$ cat src/rtl/upcounter_cdc_latch_sched_if.sv
// Control/status bundle between the read-domain host logic and the counter-bank sequencer.
interface upcounter_cdc_latch_sched_if #(
  parameter int NUM_COUNTERS = 8,
  parameter int PERIOD_WIDTH = 24
);
  logic                    latch_req_i;
  logic                    reset_req_i;
  logic [NUM_COUNTERS-1:0] reset_mask_i;
  logic                    auto_en_i;
  logic [PERIOD_WIDTH-1:0] auto_period_i;
  logic [NUM_COUNTERS-1:0] mismatch_i;
  logic                    mismatch_clear_i;
  logic                    latch_counter_o;
  logic [NUM_COUNTERS-1:0] reset_counter_o;
  logic                    busy_o;
  logic                    done_o;
  logic                    snapshot_valid_o;
  logic [NUM_COUNTERS-1:0] mismatch_sticky_o;
  logic                    mismatch_any_o;
  logic                    auto_overrun_o;

  modport master (
    output latch_req_i, reset_req_i, reset_mask_i, auto_en_i, auto_period_i,
           mismatch_i, mismatch_clear_i,
    input  latch_counter_o, reset_counter_o, busy_o, done_o, snapshot_valid_o,
           mismatch_sticky_o, mismatch_any_o, auto_overrun_o
  );

  modport slave (
    input  latch_req_i, reset_req_i, reset_mask_i, auto_en_i, auto_period_i,
           mismatch_i, mismatch_clear_i,
    output latch_counter_o, reset_counter_o, busy_o, done_o, snapshot_valid_o,
           mismatch_sticky_o, mismatch_any_o, auto_overrun_o
  );
endinterface

$ cat src/rtl/upcounter_cdc_latch_sched.sv
// Read-domain sequencer for the CDC monitor counter bank: stretched latch/reset levels,
// settle wait, snapshot-valid flag, periodic auto-latch and sticky TMR mismatch status.
//
// state   | meaning
// S_IDLE  | no operation; dispatches pending/new requests (reset first)
// S_LATCH | latch level held high for PULSE_CYCLES
// S_RST   | per-counter reset level held for PULSE_CYCLES
// S_WAIT  | all levels low for SETTLE_CYCLES while values cross back
module upcounter_cdc_latch_sched #(
  parameter int NUM_COUNTERS  = 8,
  parameter int PULSE_CYCLES  = 4,
  parameter int SETTLE_CYCLES = 8,
  parameter int PERIOD_WIDTH  = 24
) (
  input logic                        clkread_i,
  input logic                        rst_clkread_i,
  upcounter_cdc_latch_sched_if.slave bus
);

  typedef enum logic [1:0] {S_IDLE, S_LATCH, S_RST, S_WAIT} state_t;

  localparam int TMAX = (PULSE_CYCLES > SETTLE_CYCLES) ? PULSE_CYCLES : SETTLE_CYCLES;
  localparam int TW   = (TMAX < 2) ? 1 : $clog2(TMAX);
  localparam logic [TW-1:0] PULSE_LOAD  = TW'(PULSE_CYCLES - 1);
  localparam logic [TW-1:0] SETTLE_LOAD = TW'(SETTLE_CYCLES - 1);

  state_t                  state_q, state_d;
  logic [TW-1:0]           timer_q, timer_d;
  logic                    pend_latch_q, pend_latch_d;
  logic [NUM_COUNTERS-1:0] pend_mask_q, pend_mask_d;
  logic                    op_latch_q, op_latch_d;
  logic                    latch_q;
  logic [NUM_COUNTERS-1:0] rst_lvl_q, rst_lvl_d;
  logic                    busy_q;
  logic                    done_q, done_d;
  logic                    snap_q, snap_d;
  logic [NUM_COUNTERS-1:0] sticky_q, sticky_d;
  logic                    any_q;
  logic                    overrun_q, overrun_d;
  logic [PERIOD_WIDTH-1:0] acnt_q, acnt_d;
  logic [PERIOD_WIDTH-1:0] aper_q, aper_d;
  logic [PERIOD_WIDTH-1:0] period_use;
  logic                    auto_run, auto_tick;
  logic [NUM_COUNTERS-1:0] new_mask, eff_mask;
  logic                    new_latch, eff_latch;
  logic                    timer_tc;

  // The live period is used while the count sits at zero, so a new period applies from the next wrap.
  always_comb begin
    auto_run   = bus.auto_en_i && (bus.auto_period_i != '0);
    period_use = (acnt_q == '0) ? bus.auto_period_i : aper_q;
    auto_tick  = auto_run && (acnt_q == period_use - PERIOD_WIDTH'(1));
    acnt_d     = '0;
    aper_d     = bus.auto_period_i;
    if (auto_run && !auto_tick) begin
      acnt_d = acnt_q + PERIOD_WIDTH'(1);
      aper_d = period_use;
    end
  end

  always_comb begin
    state_d      = state_q;
    timer_d      = timer_q;
    pend_latch_d = pend_latch_q;
    pend_mask_d  = pend_mask_q;
    op_latch_d   = op_latch_q;
    rst_lvl_d    = rst_lvl_q;
    done_d       = 1'b0;
    snap_d       = snap_q;
    new_mask     = bus.reset_req_i ? bus.reset_mask_i : '0;
    new_latch    = bus.latch_req_i || auto_tick;
    eff_mask     = pend_mask_q | new_mask;
    eff_latch    = pend_latch_q || new_latch;
    timer_tc     = (timer_q == '0);
    sticky_d     = (bus.mismatch_clear_i ? '0 : sticky_q) | bus.mismatch_i;
    overrun_d    = (bus.mismatch_clear_i ? 1'b0 : overrun_q) || (auto_tick && pend_latch_q);

    case (state_q)
      S_IDLE: begin
        if (eff_mask != '0) begin
          state_d      = S_RST;
          timer_d      = PULSE_LOAD;
          rst_lvl_d    = eff_mask;
          pend_mask_d  = '0;
          pend_latch_d = eff_latch;
          op_latch_d   = 1'b0;
          snap_d       = 1'b0;
        end else if (eff_latch) begin
          state_d      = S_LATCH;
          timer_d      = PULSE_LOAD;
          pend_latch_d = 1'b0;
          op_latch_d   = 1'b1;
        end
      end
      S_LATCH, S_RST: begin
        pend_mask_d  = eff_mask;
        pend_latch_d = eff_latch;
        if (timer_tc) begin
          state_d   = S_WAIT;
          timer_d   = SETTLE_LOAD;
          rst_lvl_d = '0;
        end else begin
          timer_d = timer_q - TW'(1);
        end
      end
      S_WAIT: begin
        pend_mask_d  = eff_mask;
        pend_latch_d = eff_latch;
        if (timer_tc) begin
          state_d = S_IDLE;
          done_d  = 1'b1;
          if (op_latch_q) snap_d = 1'b1;
        end else begin
          timer_d = timer_q - TW'(1);
        end
      end
      default: state_d = S_IDLE;
    endcase
  end

  always_ff @(posedge clkread_i or posedge rst_clkread_i) begin
    if (rst_clkread_i) begin
      state_q      <= S_IDLE;
      timer_q      <= '0;
      pend_latch_q <= 1'b0;
      pend_mask_q  <= '0;
      op_latch_q   <= 1'b0;
      latch_q      <= 1'b0;
      rst_lvl_q    <= '0;
      busy_q       <= 1'b0;
      done_q       <= 1'b0;
      snap_q       <= 1'b0;
      sticky_q     <= '0;
      any_q        <= 1'b0;
      overrun_q    <= 1'b0;
      acnt_q       <= '0;
      aper_q       <= '0;
    end else begin
      state_q      <= state_d;
      timer_q      <= timer_d;
      pend_latch_q <= pend_latch_d;
      pend_mask_q  <= pend_mask_d;
      op_latch_q   <= op_latch_d;
      latch_q      <= (state_d == S_LATCH);
      rst_lvl_q    <= rst_lvl_d;
      busy_q       <= (state_d != S_IDLE);
      done_q       <= done_d;
      snap_q       <= snap_d;
      sticky_q     <= sticky_d;
      any_q        <= |sticky_q;
      overrun_q    <= overrun_d;
      acnt_q       <= acnt_d;
      aper_q       <= aper_d;
    end
  end

  assign bus.latch_counter_o   = latch_q;
  assign bus.reset_counter_o   = rst_lvl_q;
  assign bus.busy_o            = busy_q;
  assign bus.done_o            = done_q;
  assign bus.snapshot_valid_o  = snap_q;
  assign bus.mismatch_sticky_o = sticky_q;
  assign bus.mismatch_any_o    = any_q;
  assign bus.auto_overrun_o    = overrun_q;

endmodule

$ cat src/flat_wrapper.sv
// flat-port wrapper written by rule: the top's interface ports become plain ports
module upcounter_cdc_latch_sched_flat 
#(
  parameter int NUM_COUNTERS  = 8,
  parameter int PULSE_CYCLES  = 4,
  parameter int SETTLE_CYCLES = 8,
  parameter int PERIOD_WIDTH  = 24
)
  (clkread_i, rst_clkread_i, bus_latch_req_i, bus_reset_req_i, bus_reset_mask_i, bus_auto_en_i, bus_auto_period_i, bus_mismatch_i, bus_mismatch_clear_i, bus_latch_counter_o, bus_reset_counter_o, bus_busy_o, bus_done_o, bus_snapshot_valid_o, bus_mismatch_sticky_o, bus_mismatch_any_o, bus_auto_overrun_o);
  upcounter_cdc_latch_sched_if #(.NUM_COUNTERS(NUM_COUNTERS), .PERIOD_WIDTH(PERIOD_WIDTH)) bus_i ();
  input logic clkread_i;
  input logic rst_clkread_i;
  input wire logic [$bits(bus_i.latch_req_i)-1:0] bus_latch_req_i;
  input wire logic [$bits(bus_i.reset_req_i)-1:0] bus_reset_req_i;
  input wire logic [$bits(bus_i.reset_mask_i)-1:0] bus_reset_mask_i;
  input wire logic [$bits(bus_i.auto_en_i)-1:0] bus_auto_en_i;
  input wire logic [$bits(bus_i.auto_period_i)-1:0] bus_auto_period_i;
  input wire logic [$bits(bus_i.mismatch_i)-1:0] bus_mismatch_i;
  input wire logic [$bits(bus_i.mismatch_clear_i)-1:0] bus_mismatch_clear_i;
  output wire logic [$bits(bus_i.latch_counter_o)-1:0] bus_latch_counter_o;
  output wire logic [$bits(bus_i.reset_counter_o)-1:0] bus_reset_counter_o;
  output wire logic [$bits(bus_i.busy_o)-1:0] bus_busy_o;
  output wire logic [$bits(bus_i.done_o)-1:0] bus_done_o;
  output wire logic [$bits(bus_i.snapshot_valid_o)-1:0] bus_snapshot_valid_o;
  output wire logic [$bits(bus_i.mismatch_sticky_o)-1:0] bus_mismatch_sticky_o;
  output wire logic [$bits(bus_i.mismatch_any_o)-1:0] bus_mismatch_any_o;
  output wire logic [$bits(bus_i.auto_overrun_o)-1:0] bus_auto_overrun_o;
  assign bus_i.latch_req_i = bus_latch_req_i;
  assign bus_i.reset_req_i = bus_reset_req_i;
  assign bus_i.reset_mask_i = bus_reset_mask_i;
  assign bus_i.auto_en_i = bus_auto_en_i;
  assign bus_i.auto_period_i = bus_auto_period_i;
  assign bus_i.mismatch_i = bus_mismatch_i;
  assign bus_i.mismatch_clear_i = bus_mismatch_clear_i;
  assign bus_latch_counter_o = bus_i.latch_counter_o;
  assign bus_reset_counter_o = bus_i.reset_counter_o;
  assign bus_busy_o = bus_i.busy_o;
  assign bus_done_o = bus_i.done_o;
  assign bus_snapshot_valid_o = bus_i.snapshot_valid_o;
  assign bus_mismatch_sticky_o = bus_i.mismatch_sticky_o;
  assign bus_mismatch_any_o = bus_i.mismatch_any_o;
  assign bus_auto_overrun_o = bus_i.auto_overrun_o;
  upcounter_cdc_latch_sched #(.NUM_COUNTERS(NUM_COUNTERS), .PULSE_CYCLES(PULSE_CYCLES), .SETTLE_CYCLES(SETTLE_CYCLES), .PERIOD_WIDTH(PERIOD_WIDTH)) u_core (.clkread_i(clkread_i), .rst_clkread_i(rst_clkread_i), .bus(bus_i));
endmodule
$ cat config.mk
export PLATFORM = sky130hd
export DESIGN_NAME = upcounter_cdc_latch_sched_flat
export DESIGN_NICKNAME = d
export VERILOG_FILES = /design/src/rtl/upcounter_cdc_latch_sched_if.sv /design/src/rtl/upcounter_cdc_latch_sched.sv /design/src/flat_wrapper.sv
export SDC_FILE = /design/constraint.sdc
export NUM_CORES = 1
export LEC_CHECK = 0
export ABC_AREA = 1
export CAP_MARGIN = 20
export CELL_PAD_IN_SITES_DETAIL_PLACEMENT = 0
export CELL_PAD_IN_SITES_GLOBAL_PLACEMENT = 1
export CORE_AREA = 2 2 125 115
export DETAILED_ROUTE_END_ITERATION = 10
export DIE_AREA = 0 0 127 117
export PLACE_DENSITY_LB_ADDON = 0.1
export SLEW_MARGIN = 10
export SYNTH_ARGS = -nofsm -noshare
export SYNTH_HDL_FRONTEND = slang
export SYNTH_SLANG_ARGS = --single-unit
$ cat constraint.sdc
create_clock -name clkread_i -period 4.1 [get_ports clkread_i]
set_input_delay 1.23 -clock clkread_i [delete_from_list [all_inputs] [get_ports clkread_i]]
set_output_delay 1.23 -clock clkread_i [all_outputs]
set_load 0.01 [all_outputs]
=== Word-level counts from Yosys, hierarchy flattened ===
Cells that the tools add are included.

* Equality and inequality tests: 11
* Muxes and demuxes: 32
* Div/mod/pow operators: 0
* $add $sub $neg: 3
* Bitwise operators: 2
* Reductions and logical operators: 24
* Magnitude comparators: 0
* Multiply operators: 0
* Shift-type cells: 0

{| class="wikitable"
|+ Operators with widths
! kind !! count
|-
| $mux 24 || 3
|-
| $mux 8 || 5
|-
| $pmux 8 s2 || 2
|-
| $add 24x1->24 const B || 1
|-
| $eq 24x24->1 || 1
|-
| $logic_not 24->1 || 1
|-
| $reduce_bool 24->1 || 1
|-
| $sub 24x1->24 const B || 1
|-
| $or 8x8->8 || 2
|-
| $mux 3 || 4
|-
| $mux 1 || 10
|-
| $pmux 3 s3 || 1
|-
| $mux 2 || 4
|-
| $ne 2x1->1 const B || 4
|-
| $reduce_bool 2->1 || 4
|-
| $reduce_bool 8->1 || 1
|-
| $reduce_or 8->1 || 1
|-
| $pmux 2 s3 || 1
|-
| $eq 2x1->1 const B || 2
|-
| $eq 2x2->1 const B || 2
|-
| $logic_and 1x1->1 || 4
|-
| $pmux 1 s2 || 2
|-
| $reduce_and 2->1 || 2
|-
| $reduce_and 4->1 || 1
|-
| 10 further kinds || 12
|}

* Input bits: 46
* Bits in latches: 0
* Output and inout port bits: 22
* Bits in writable memories: 0
* Register bits after elaboration: 85
* Memories kept: 0
* ROM bits: 0

=== Depth between registers and ports, before layout ===
Gate-level depths: netlist of the first run.

* Word-level depth: 11
* Depth in mapped cells: 27
* Mapped depth without buffers: 27

=== Worst setup path before layout of the first run ===
No wires, ideal clock.

* Path kind: input-to-reg
* Start point: input port bus_auto_period_i[0]
* End point: register u_core.aper_q[7]
* Cell stages on the path: 20
* Arrival time: 3.145 ns
* Library setup time: 0.128 ns
* Path buffers: 1
* Setup slack: 0.827 ns
* Path through: inv_1 nand3_1 nand2_1 ha_1 nand3_1 nor2_1 nand3_1 nor2_1 nand2_1 nand2_1 nand2_1 nand2_1 nand2_1 nor2_1 nand3_2 nand2_4 inv_2 buf_4 nor2_1 a31oi_1

* Longest elaborated chain between the ends: 7
* Elaborated cells between the ends (all ways): 9
* Those cells by class: 1 x add/sub; 1 x eq/ne; 2 x mux; 5 x reduce/logical

{| class="wikitable"
|+ RTL lines
! what !! line !! source
|-
| start, declared || flat_wrapper.sv:17 || <nowiki>input wire logic [$bits(bus_i.auto_period_i)-1:0] bus_auto_period_i;</nowiki>
|-
| $mux 24 || upcounter_cdc_latch_sched.sv:51 || <nowiki>period_use = (acnt_q == '0) ? bus.auto_period_i : aper_q;</nowiki>
|-
| $sub 24x1->24 || upcounter_cdc_latch_sched.sv:52 || <nowiki>auto_tick = auto_run && (acnt_q == period_use - PERIOD_WIDTH'(1));</nowiki>
|-
| $eq 24x24->1 || upcounter_cdc_latch_sched.sv:52 ||
|-
| $logic_and 1x1->1 || upcounter_cdc_latch_sched.sv:52 ||
|-
| $logic_not 1->1 || upcounter_cdc_latch_sched.sv:55 || <nowiki>if (auto_run && !auto_tick) begin</nowiki>
|-
| $logic_and 1x1->1 * || upcounter_cdc_latch_sched.sv:55 ||
|-
| $mux 24 * || upcounter_cdc_latch_sched.sv:55 ||
|-
| via u_core.aper_d[7] || upcounter_cdc_latch_sched.sv:41 || <nowiki>logic [PERIOD_WIDTH-1:0] aper_q, aper_d;</nowiki>
|-
| end signal, assigned || upcounter_cdc_latch_sched.sv:153 || <nowiki>aper_q <= aper_d;</nowiki>
|-
| end, declared || upcounter_cdc_latch_sched.sv:41 ||
|}

Mark *: on every way through the listed nets, which the timed path passes. The rest lies on a longest branch.
A chain may end at the register's enable or synchronous reset.

=== Worst setup path in the final report of the first run ===
* Start point: input port bus_auto_period_i[0]
* End point: register u_core.timer_q[2]

* Longest elaborated chain between the ends: 8
* Elaborated cells between the ends (all ways): 10
* Those cells by class: 1 x add/sub; 2 x eq/ne; 1 x mux; 6 x reduce/logical

{| class="wikitable"
|+ RTL lines
! what !! line !! source
|-
| $mux 24 || upcounter_cdc_latch_sched.sv:51 ||
|-
| $sub 24x1->24 || upcounter_cdc_latch_sched.sv:52 ||
|-
| $eq 24x24->1 || upcounter_cdc_latch_sched.sv:52 ||
|-
| $logic_and 1x1->1 * || upcounter_cdc_latch_sched.sv:52 ||
|-
| $logic_or 1x1->1 * || upcounter_cdc_latch_sched.sv:71 || <nowiki>new_latch = bus.latch_req_i || auto_tick;</nowiki>
|-
| $logic_or 1x1->1 * || upcounter_cdc_latch_sched.sv:73 || <nowiki>eff_latch = pend_latch_q || new_latch;</nowiki>
|-
| $ne 3x1->1 (no source line) * || n/a ||
|-
| $reduce_and 2->1 (no source line) * || n/a ||
|-
| end signal, assigned || upcounter_cdc_latch_sched.sv:140 || <nowiki>timer_q <= timer_d;</nowiki>
|-
| end, declared || upcounter_cdc_latch_sched.sv:28 || <nowiki>logic [TW-1:0] timer_q, timer_d;</nowiki>
|}

Every way passes the cells marked *; elsewhere a longest branch is shown, timed or not.

==> reports/qor.csv, run 1 <==
stage;metric;value;unit
outcome;status;finished clean;
drt;vias_per_cell;5.01;
power_and_ir_drop;swShare;0.305;
die;floorplan.io_pins;68;
setup_path;path_delay_family;simple AND/OR/NAND/NOR gates;
yosys;yosys_warnings;0;
drt;firstDrtPassIters;4;
setup_path;path_max_fanout;6;
setup_path;critPathMaxStageDelay;470;ps
place;gp_congestion;0.853;
sta;rsz0062_at_grt;false;
die;row_count;41;
cells_and_area;syn_to_final_growth;21.7;%
clock_tree;numCtsBuffers;9;
clock_tree;clock_latency;350;ps
clock_tree;cts_tree;yes;
global_route;grt_overflow;0;
sta;finalHoldViolations;0;
sta;finalMaxSlewViolations;0;
cells_and_area;final_common_cell;nand2_1;
setup_path;critPathBufInv;2;
power_and_ir_drop;clkPwrFrac;0.385;
clock_tree;hold_buffers;0;
setup_path;crit_start;bus_auto_period_i[0];
global_route;grt_pass1_wl;24200;um
setup_path;critPathRequiredTime;4330;ps
sta;clock_skew;7.04;ps
die;initial_core_util;0.397;
yosys;yosysUniqueCellTypes;39;
setup_path;reg2reg_from;u_core.acnt_q[0];
power_and_ir_drop;peakVddDrop;0.246;mV
global_route;grt_max_degree;55;
setup_path;crit_cells;19;
setup_path;critPathMostFrequentCell;nand2_1;
drt;postRouteAntennaNets;0;
yosys;avgSynthCellArea;7.24;um^2
die;die_w;127;um
power_and_ir_drop;p_per_area;351;nW/um^2
yosys;synth-seq-cells;85;
drt;drtIter0Drc;273;
cells_and_area;drive_above_1_share;0.0831;
drt;routed_wirelength;14300;um
die;dieArea;14900;um^2
yosys;yosysTopAreaCell;dfrtp_1;
sta;post-route-min-period;3700;ps
sta;tightest_slew;629;ps
clock_tree;cts_max_path_buffers;2;
setup_path;rr_worst_depth;24;
sta;setup_tns;0;ps
drt;drc;0;
cells_and_area;diodes;0;
global_route;antenna_found_initial;0;
run;max_cap_viol_count;0;
clock_tree;clock-root-buffer;clkbuf_16;
global_route;grt_pass1_vias;4917;
power_and_ir_drop;intPower;1.61;mW
power_and_ir_drop;power_switching;0.705;mW
setup_path;cp_slowest_cell;clkdlybuf4s50_1;
cells_and_area;layout_common_cells;181 x nand2_1, 106 x nor2_1, 87 x inv_1, 85 x dfrtp_1, 67 x clkdlybuf4s50_1;
place;dp_hpwl;10900;um
power_and_ir_drop;p_comb_frac;0.227;
setup_path;ff2ff_setup_slack;470;ps
cells_and_area;fill_cells;1391;
die;core;13600;um^2
yosys;yosysSeqAreaShare;0.393;
power_and_ir_drop;p_leak;3.06;nW
power_and_ir_drop;power.total;2.31;mW
setup_path;end_kind;flip-flop;
yosys;syn_area;5410;um^2
cells_and_area;layout.nets;867;
global_route;track_usage;0.205;
yosys;syn_nets;802;
worst_hold_path;hold_path.class;reg -> reg;
sta;whs;496;ps
setup_path;path_class;in -> reg;
sta;setup_viol;0;
clock_tree;h-tree-depth;3;
drt;wl_per_cell;14.4;um
power_and_ir_drop;sequentialPowerShare;0.387;
sta;relSlewSlack;0.580;
setup_path;path_cells;clkdlybuf4s50_1 > inv_1 > nand3_1 > nand2_1 > ha_1 > xor2_1 > nand3_1 > nor2_1 > nand2_1 > nor2_1 > nand2_1 > nor2_1 > nand2_1 > nor2_2 > nand4_2 > nand3_1 > nand2_1 > nand2_1 > o21ai_1;
die;fp.dieH;117;um
clock_tree;clkTransAtPathRegs;60;ps
sta;fmaxAchievable;271;MHz
worst_hold_path;worstHoldPathCells;2;
drt;vias;4958;
yosys;synthCells;748;
setup_path;cp-start-kind;input port;
setup_path;timing.rr.end;u_core.timer_q[2];
clock_tree;postCtsSetupRepairBufs;0;
yosys;yosysTopAreaCellShare;0.393;
sta;timing.final.crit_share;0.901;
place;port_buffers;67;
setup_path;worstPathArrival;3930;ps
setup_path;critPathCapture;u_core.timer_q[2];
yosys;synth.area.top_cells;dfrtp_1 39%, nand2_1 13%, nor2_1 7.5%;
clock_tree;cts.sinks;85;
==> metal layers <==
layer	vias to the layer above	track usage	routed length (um)
met3	16	0.0386	406
met5	-	0	0
met1	2308	0.283	7230
met2	71	0.334	6470
li1	2563	-	-
met4	0	0.0527	164
==> tightest hold or removal path, stage by stage, from the launching register on <==
cell and delay [ps]:
dfrtp_1 320, a21oi_1 60, nor2_1 80
==> layout make-up <==
type                    instances  area (um^2)  area share
flip-flops and latches         85         2130       0.323
well taps                     172          215      0.0327
multi-input cells             548         2800       0.425
repair buffers                 78          778       0.118
clock inverters                 7         96.3      0.0146
inverters                      91          345      0.0524
clock buffers                   9          225      0.0342
==> repair_timing <==
item	4_1_cts	5_1_grt
resized for setup	0	5
endpoints found under the hold margin	0	0
endpoints found under the setup margin	0	12
==> worst min path at each step <==
| stage | startpoint | to | slack (ps) |
|---|---|---|---|
| detailed placement | u_core.timer_q[1] | u_core.timer_q[1] | 480 |
| floorplan | u_core.timer_q[1] | u_core.timer_q[1] | 460 |
| finish | u_core.pend_mask_q[5] | u_core.pend_mask_q[5] | 500 |
| CTS | u_core.timer_q[1] | u_core.timer_q[1] | 490 |
| global route | u_core.timer_q[1] | u_core.timer_q[1] | 510 |
| global placement | u_core.timer_q[1] | u_core.timer_q[1] | 470 |
==> stage by stage <==
stage	util	setup WS, ps	cell area [um^2]	std cells
3_5_place_dp	0.458	-23.5	6240	973
4_1_cts	0.481	326	6570	989
6_report	0.483	404	6590	990
2_1_floorplan	-	677	5410	748
3_3_place_gp	0.458	14.0	6240	973
5_1_grt	0.483	9.06	6590	990
==> sequential cells by signal (all words and copies together), names as in the netlist <==
| signal | count |
|---|---|
| u_core.timer_q | 3 |
| u_core.pend_latch_q | 1 |
| u_core.bus.mismatch_sticky_o | 8 |
| u_core.op_latch_q | 1 |
| u_core.state_q | 2 |
| u_core.bus.auto_overrun_o | 1 |
| u_core.bus.reset_counter_o | 8 |
| u_core.pend_mask_q | 8 |
| u_core.bus.snapshot_valid_o | 1 |
| u_core.bus.latch_counter_o | 1 |
| u_core.acnt_q | 24 |
| u_core.bus.mismatch_any_o | 1 |
| u_core.aper_q | 24 |
| u_core.bus.done_o | 1 |
| u_core.bus.busy_o | 1 |
==> synth_stat cells <==
cell type	instances
buf_2	9
o31ai_1	1
nand3_2	2
o21bai_1	9
nand2_1	181
o41ai_1	8
clkbuf_1	5
nor2_4	8
a22oi_1	1
o22ai_1	2
nand3b_1	3
nor3b_1	2
dfrtp_1	85
nand2_4	1
o311ai_0	1
inv_2	1
a31oi_1	13
buf_4	2
nor3_1	9
nor4_1	6
nor2_2	10
o21ai_1	14
nor2_1	108
buf_6	6
a21oi_1	15
nand2_2	13
xor2_1	22
xnor2_1	3
and2_1	1
or4_1	2
ha_1	8
clkinv_1	2
nor3_2	1
nand4_1	31
nand3_1	44
clkbuf_2	2
o21ai_0	28
nand4_2	1
inv_1	88
==> power by group through the flow <==
stage	Combinational (mW)	Clock (mW)	Sequential, mW
after floorplan	0.362	0	0.911
after global placement	0.520	0	0.911
after detailed placement	0.523	0	0.912
after CTS	0.527	0.914	0.897
after global routing	0.601	0.946	0.901
final	0.526	0.892	0.896
==> cells by family (layout without fill, tap and decap cells) <==
| logic type | count (synthesis) | in the layout | synth area share |
|---|---|---|---|
| AND/OR/NAND/NOR | 423 | 423 | 0.356 |
| buffers and inverters | 115 | 185 | 0.0920 |
| adder cells (fa/ha/maj) | 8 | 8 | 0.0185 |
| flip-flops | 85 | 85 | 0.393 |
| AO/OA/AOI/OAI | 92 | 92 | 0.0999 |
| XOR/XNOR | 25 | 25 | 0.0405 |
Note: power is estimated with default switching activity, not from simulation.
==> run 2, diff against run 1 <==
--- a/config.mk
+++ b/config.mk
@@ -13,6 +13,7 @@
 export DETAILED_ROUTE_END_ITERATION = 10
 export DIE_AREA = 0 0 127 117
 export PLACE_DENSITY_LB_ADDON = 0.1
+export SKIP_LAST_GASP = 1
 export SLEW_MARGIN = 10
 export SYNTH_ARGS = -nofsm -noshare
 export SYNTH_HDL_FRONTEND = slang
==> results of run 2 <==
No change in the layout: final DEF, timing and power equal those of run 1.
==> run 3, diff against run 2 <==
--- a/config.mk
+++ b/config.mk
@@ -9,9 +9,11 @@
 export CAP_MARGIN = 20
 export CELL_PAD_IN_SITES_DETAIL_PLACEMENT = 0
 export CELL_PAD_IN_SITES_GLOBAL_PLACEMENT = 1
-export CORE_AREA = 2 2 125 115
+export CORE_AREA = 2 2 117 107
+export CTS_CLUSTER_SIZE = 28
 export DETAILED_ROUTE_END_ITERATION = 10
-export DIE_AREA = 0 0 127 117
+export DIE_AREA = 0 0 119 109
+export DONT_BUFFER_PORTS = 1
 export PLACE_DENSITY_LB_ADDON = 0.1
 export SKIP_LAST_GASP = 1
 export SLEW_MARGIN = 10
==> constraint.sdc (replaced) <==
create_clock -name clkread_i -period 3.7 [get_ports clkread_i]
set_input_delay 1.11 -clock clkread_i [delete_from_list [all_inputs] [get_ports clkread_i]]
set_output_delay 1.11 -clock clkread_i [all_outputs]
set_load 0.01 [all_outputs]
==> run 3 against run 2 <==
Effect of this change: critical path type is now reg -> reg; clock power fell by 4.1%; die area fell by 13%; largest power group unchanged; combinational power fell by 0.8%; hold slack barely moved.
==> reports/qor.csv, run 3 (synthesis results as in run 1) <==
stage;metric;value;unit;change
cells_and_area;top_regs;u_core.acnt_q (24), u_core.aper_q (24);;
cells_and_area;drive_above_1_share;0.111;;+0.0277
global_route;grt_pass1_wl;23000;um;-5.2%
setup_path;path_max_fanout;9;;+3
die;row_count;38;;-7.3%
die;floorplan.io_pins;68;;unchanged
sta;post-route-min-period;3430;ps;
sta;setup_tns;0;ps;unchanged
global_route;track_usage;0.227;;+0.0221
cells_and_area;syn_to_final_growth;11.1;%;
sta;timing.final.crit_share;0.928;;
power_and_ir_drop;p_per_area;395;nW/um^2;+12%
power_and_ir_drop;sequentialPowerShare;0.420;;+0.033
drt;drtIter0Drc;442;;+62%
drt;routed_wirelength;13900;um;-2.7%
power_and_ir_drop;power_switching;0.754;mW;+7.0%
clock_tree;numCtsBuffers;9;;unchanged
worst_hold_path;hold_start;u_core.pend_mask_q[3];;
setup_path;end_kind;flip-flop;;
sta;rsz0062_at_grt;true;;
setup_path;critPathRequiredTime;3930;ps;-400 ps
global_route;grt_max_degree;52;;-5.5%
drt;firstDrtPassIters;4;;unchanged
cells_and_area;fin_area;6010;um^2;-8.7%
sta;setup_ws;267;ps;-137 ps
place;gp_congestion;0.897;;+5.1%
clock_tree;clock_latency;350;ps;about the same
drt;vias_per_cell;5.15;;+2.8%
clock_tree;clkTransAtPathRegs;60;ps;about the same
worst_hold_path;worstHoldPathCells;2;;unchanged
die;die_w;119;um;-6.3%
worst_hold_path;hold_path.class;reg -> reg;;
die;initial_core_util;0.457;;+0.0605
global_route;grt_overflow;0;;unchanged
sta;setup_viol;0;;unchanged
setup_path;crit_start;u_core.acnt_q[22];;
setup_path;path_cells;inv_1 > nand3_1 > nor2_2 > nand3_4 > nand2_1 > nand2_1 > nor2_1 > nand2_1 > nor2_4 > buf_4 > nand2_1 > o21ai_0 > nand3_1 > nor2_1 > nand2_1 > nor2_2 > nand4_2 > nand3_1 > nand2_1 > nand2_1 > o21ai_1;;
sta;finalHoldViolations;0;;unchanged
cells_and_area;final_util;0.508;;+0.0252
sta;clock_skew;7.34;ps;+0.302 ps
setup_path;path_delay_family;simple AND/OR/NAND/NOR gates;;
setup_path;critPathMaxStageDelay;410;ps;-60 ps
drt;drc;0;;unchanged
sta;finalMaxSlewViolations;0;;unchanged
power_and_ir_drop;power.total;2.37;mW;+2.6%
power_and_ir_drop;p_comb_frac;0.220;;-0.007
setup_path;worstPathArrival;3670;ps;-260 ps
cells_and_area;finalNonFillerCells;927;;-6.4%
power_and_ir_drop;clkPwrFrac;0.360;;-0.025
sta;whs;495;ps;-0.477 ps
die;fp.dieH;109;um;-6.8%
clock_tree;cts_max_path_buffers;2;;unchanged
setup_path;reg2reg_from;u_core.acnt_q[22];;
die;core;11800;um^2;-13%
sta;tightest_slew;1080;ps;+449 ps
power_and_ir_drop;peakVddDrop;0.263;mV;+7.0%
worst_hold_path;hold_end;u_core.pend_mask_q[3];;
cells_and_area;final_common_cell;nand2_1;;
setup_path;critPathMostFrequentCell;nand2_1;;
clock_tree;cts_tree;yes;;
setup_path;crit_cells;21;;+2
die;dieArea;13000;um^2;-13%
global_route;antenna_found_initial;0;;unchanged
setup_path;timing.rr.end;u_core.timer_q[2];;
setup_path;critPathBufInv;2;;unchanged
setup_path;path_class;reg -> reg;;
drt;wl_per_cell;15.0;um;+3.9%
cells_and_area;diodes;0;;unchanged
power_and_ir_drop;intPower;1.62;mW;+0.61%
outcome;status;finished clean;;
place;pre_cts_ws;-17.6;ps;+5.96 ps
run;max_cap_viol_count;0;;unchanged
cells_and_area;layout.nets;817;;-5.8%
cells_and_area;layout_common_cells;181 x nand2_1, 103 x nor2_1, 87 x inv_1, 85 x dfrtp_1, 44 x nand3_1;;
place;placed_cells;907;;-6.8%
power_and_ir_drop;p_leak;2.86;nW;-6.6%
global_route;grt_pass1_vias;4586;;-6.7%
drt;vias;4772;;-3.8%
setup_path;cp_slowest_cell;dfrtp_1;;
clock_tree;cts.sinks;85;;unchanged
setup_path;rr_worst_depth;21;;-13%
setup_path;ff2ff_setup_slack;270;ps;-200 ps
clock_tree;clock-root-buffer;clkbuf_16;;
place;port_buffers;0;;-100%
drt;postRouteAntennaNets;0;;unchanged
clock_tree;h-tree-depth;3;;unchanged
place;place_area;5660;um^2;-9.4%
sta;relSlewSlack;0.281;;-0.299
place;dp_hpwl;10700;um;-2.5%
power_and_ir_drop;swShare;0.318;;+0.0132
setup_path;cp-start-kind;flip-flop;;
sta;fmaxAchievable;291;MHz;
==> run 3: what timing repair did <==
action,4_1_cts,5_1_grt
endpoints found under the setup margin,1,49
hold buffers,0,0
pin swaps,0,2
setup buffers,0,5
gates resized for setup,1,11
==> run 3: worst max path at each step <==
stage,to,slack [ps]
after floorplan,u_core.acnt_q[0],400
after global placement,u_core.aper_q[9],-6
after detailed placement,u_core.aper_q[9],-20
after CTS,u_core.timer_q[0],90
after global routing,u_core.timer_q[2],-30
final,u_core.timer_q[2],270
==> run 3: layout make-up <==
cell class	count	area, um^2
fillers	1148	5830
multi-input cells	548	2820
flip-flops and latches	85	2130
inverters	91	348
clock buffers	11	243
repair buffers	28	243
well taps	160	200
clock inverters	4	32.5
==> run 3: power by group through the flow <==
| stage | registers [mW] | logic (mW) | clock network, mW |
|---|---|---|---|
| after global placement | 1.01 | 0.509 | 0 |
| after CTS | 0.996 | 0.516 | 0.882 |
| after global routing | 1.00 | 0.599 | 0.920 |
| final | 0.996 | 0.522 | 0.855 |
| after floorplan | 1.01 | 0.401 | 0 |
| after detailed placement | 1.01 | 0.513 | 0 |
==> run 3: worst register-to-register path: cells and delay by family (launching register included) <==
| family | cells | cell delay (ps) |
|---|---|---|
| flops | 1 | 410 |
| buf+inv | 2 | 310 |
| simple gates | 17 | 2500 |
| compound gates | 2 | 130 |
==> run 3: metal layers <==
metal	global-route usage	vias up	routed length, um
li1	-	2463	-
met4	0.0578	0	138
met2	0.366	89	6430
met3	0.0581	7	700
met5	0	-	0
met1	0.306	2213	6620
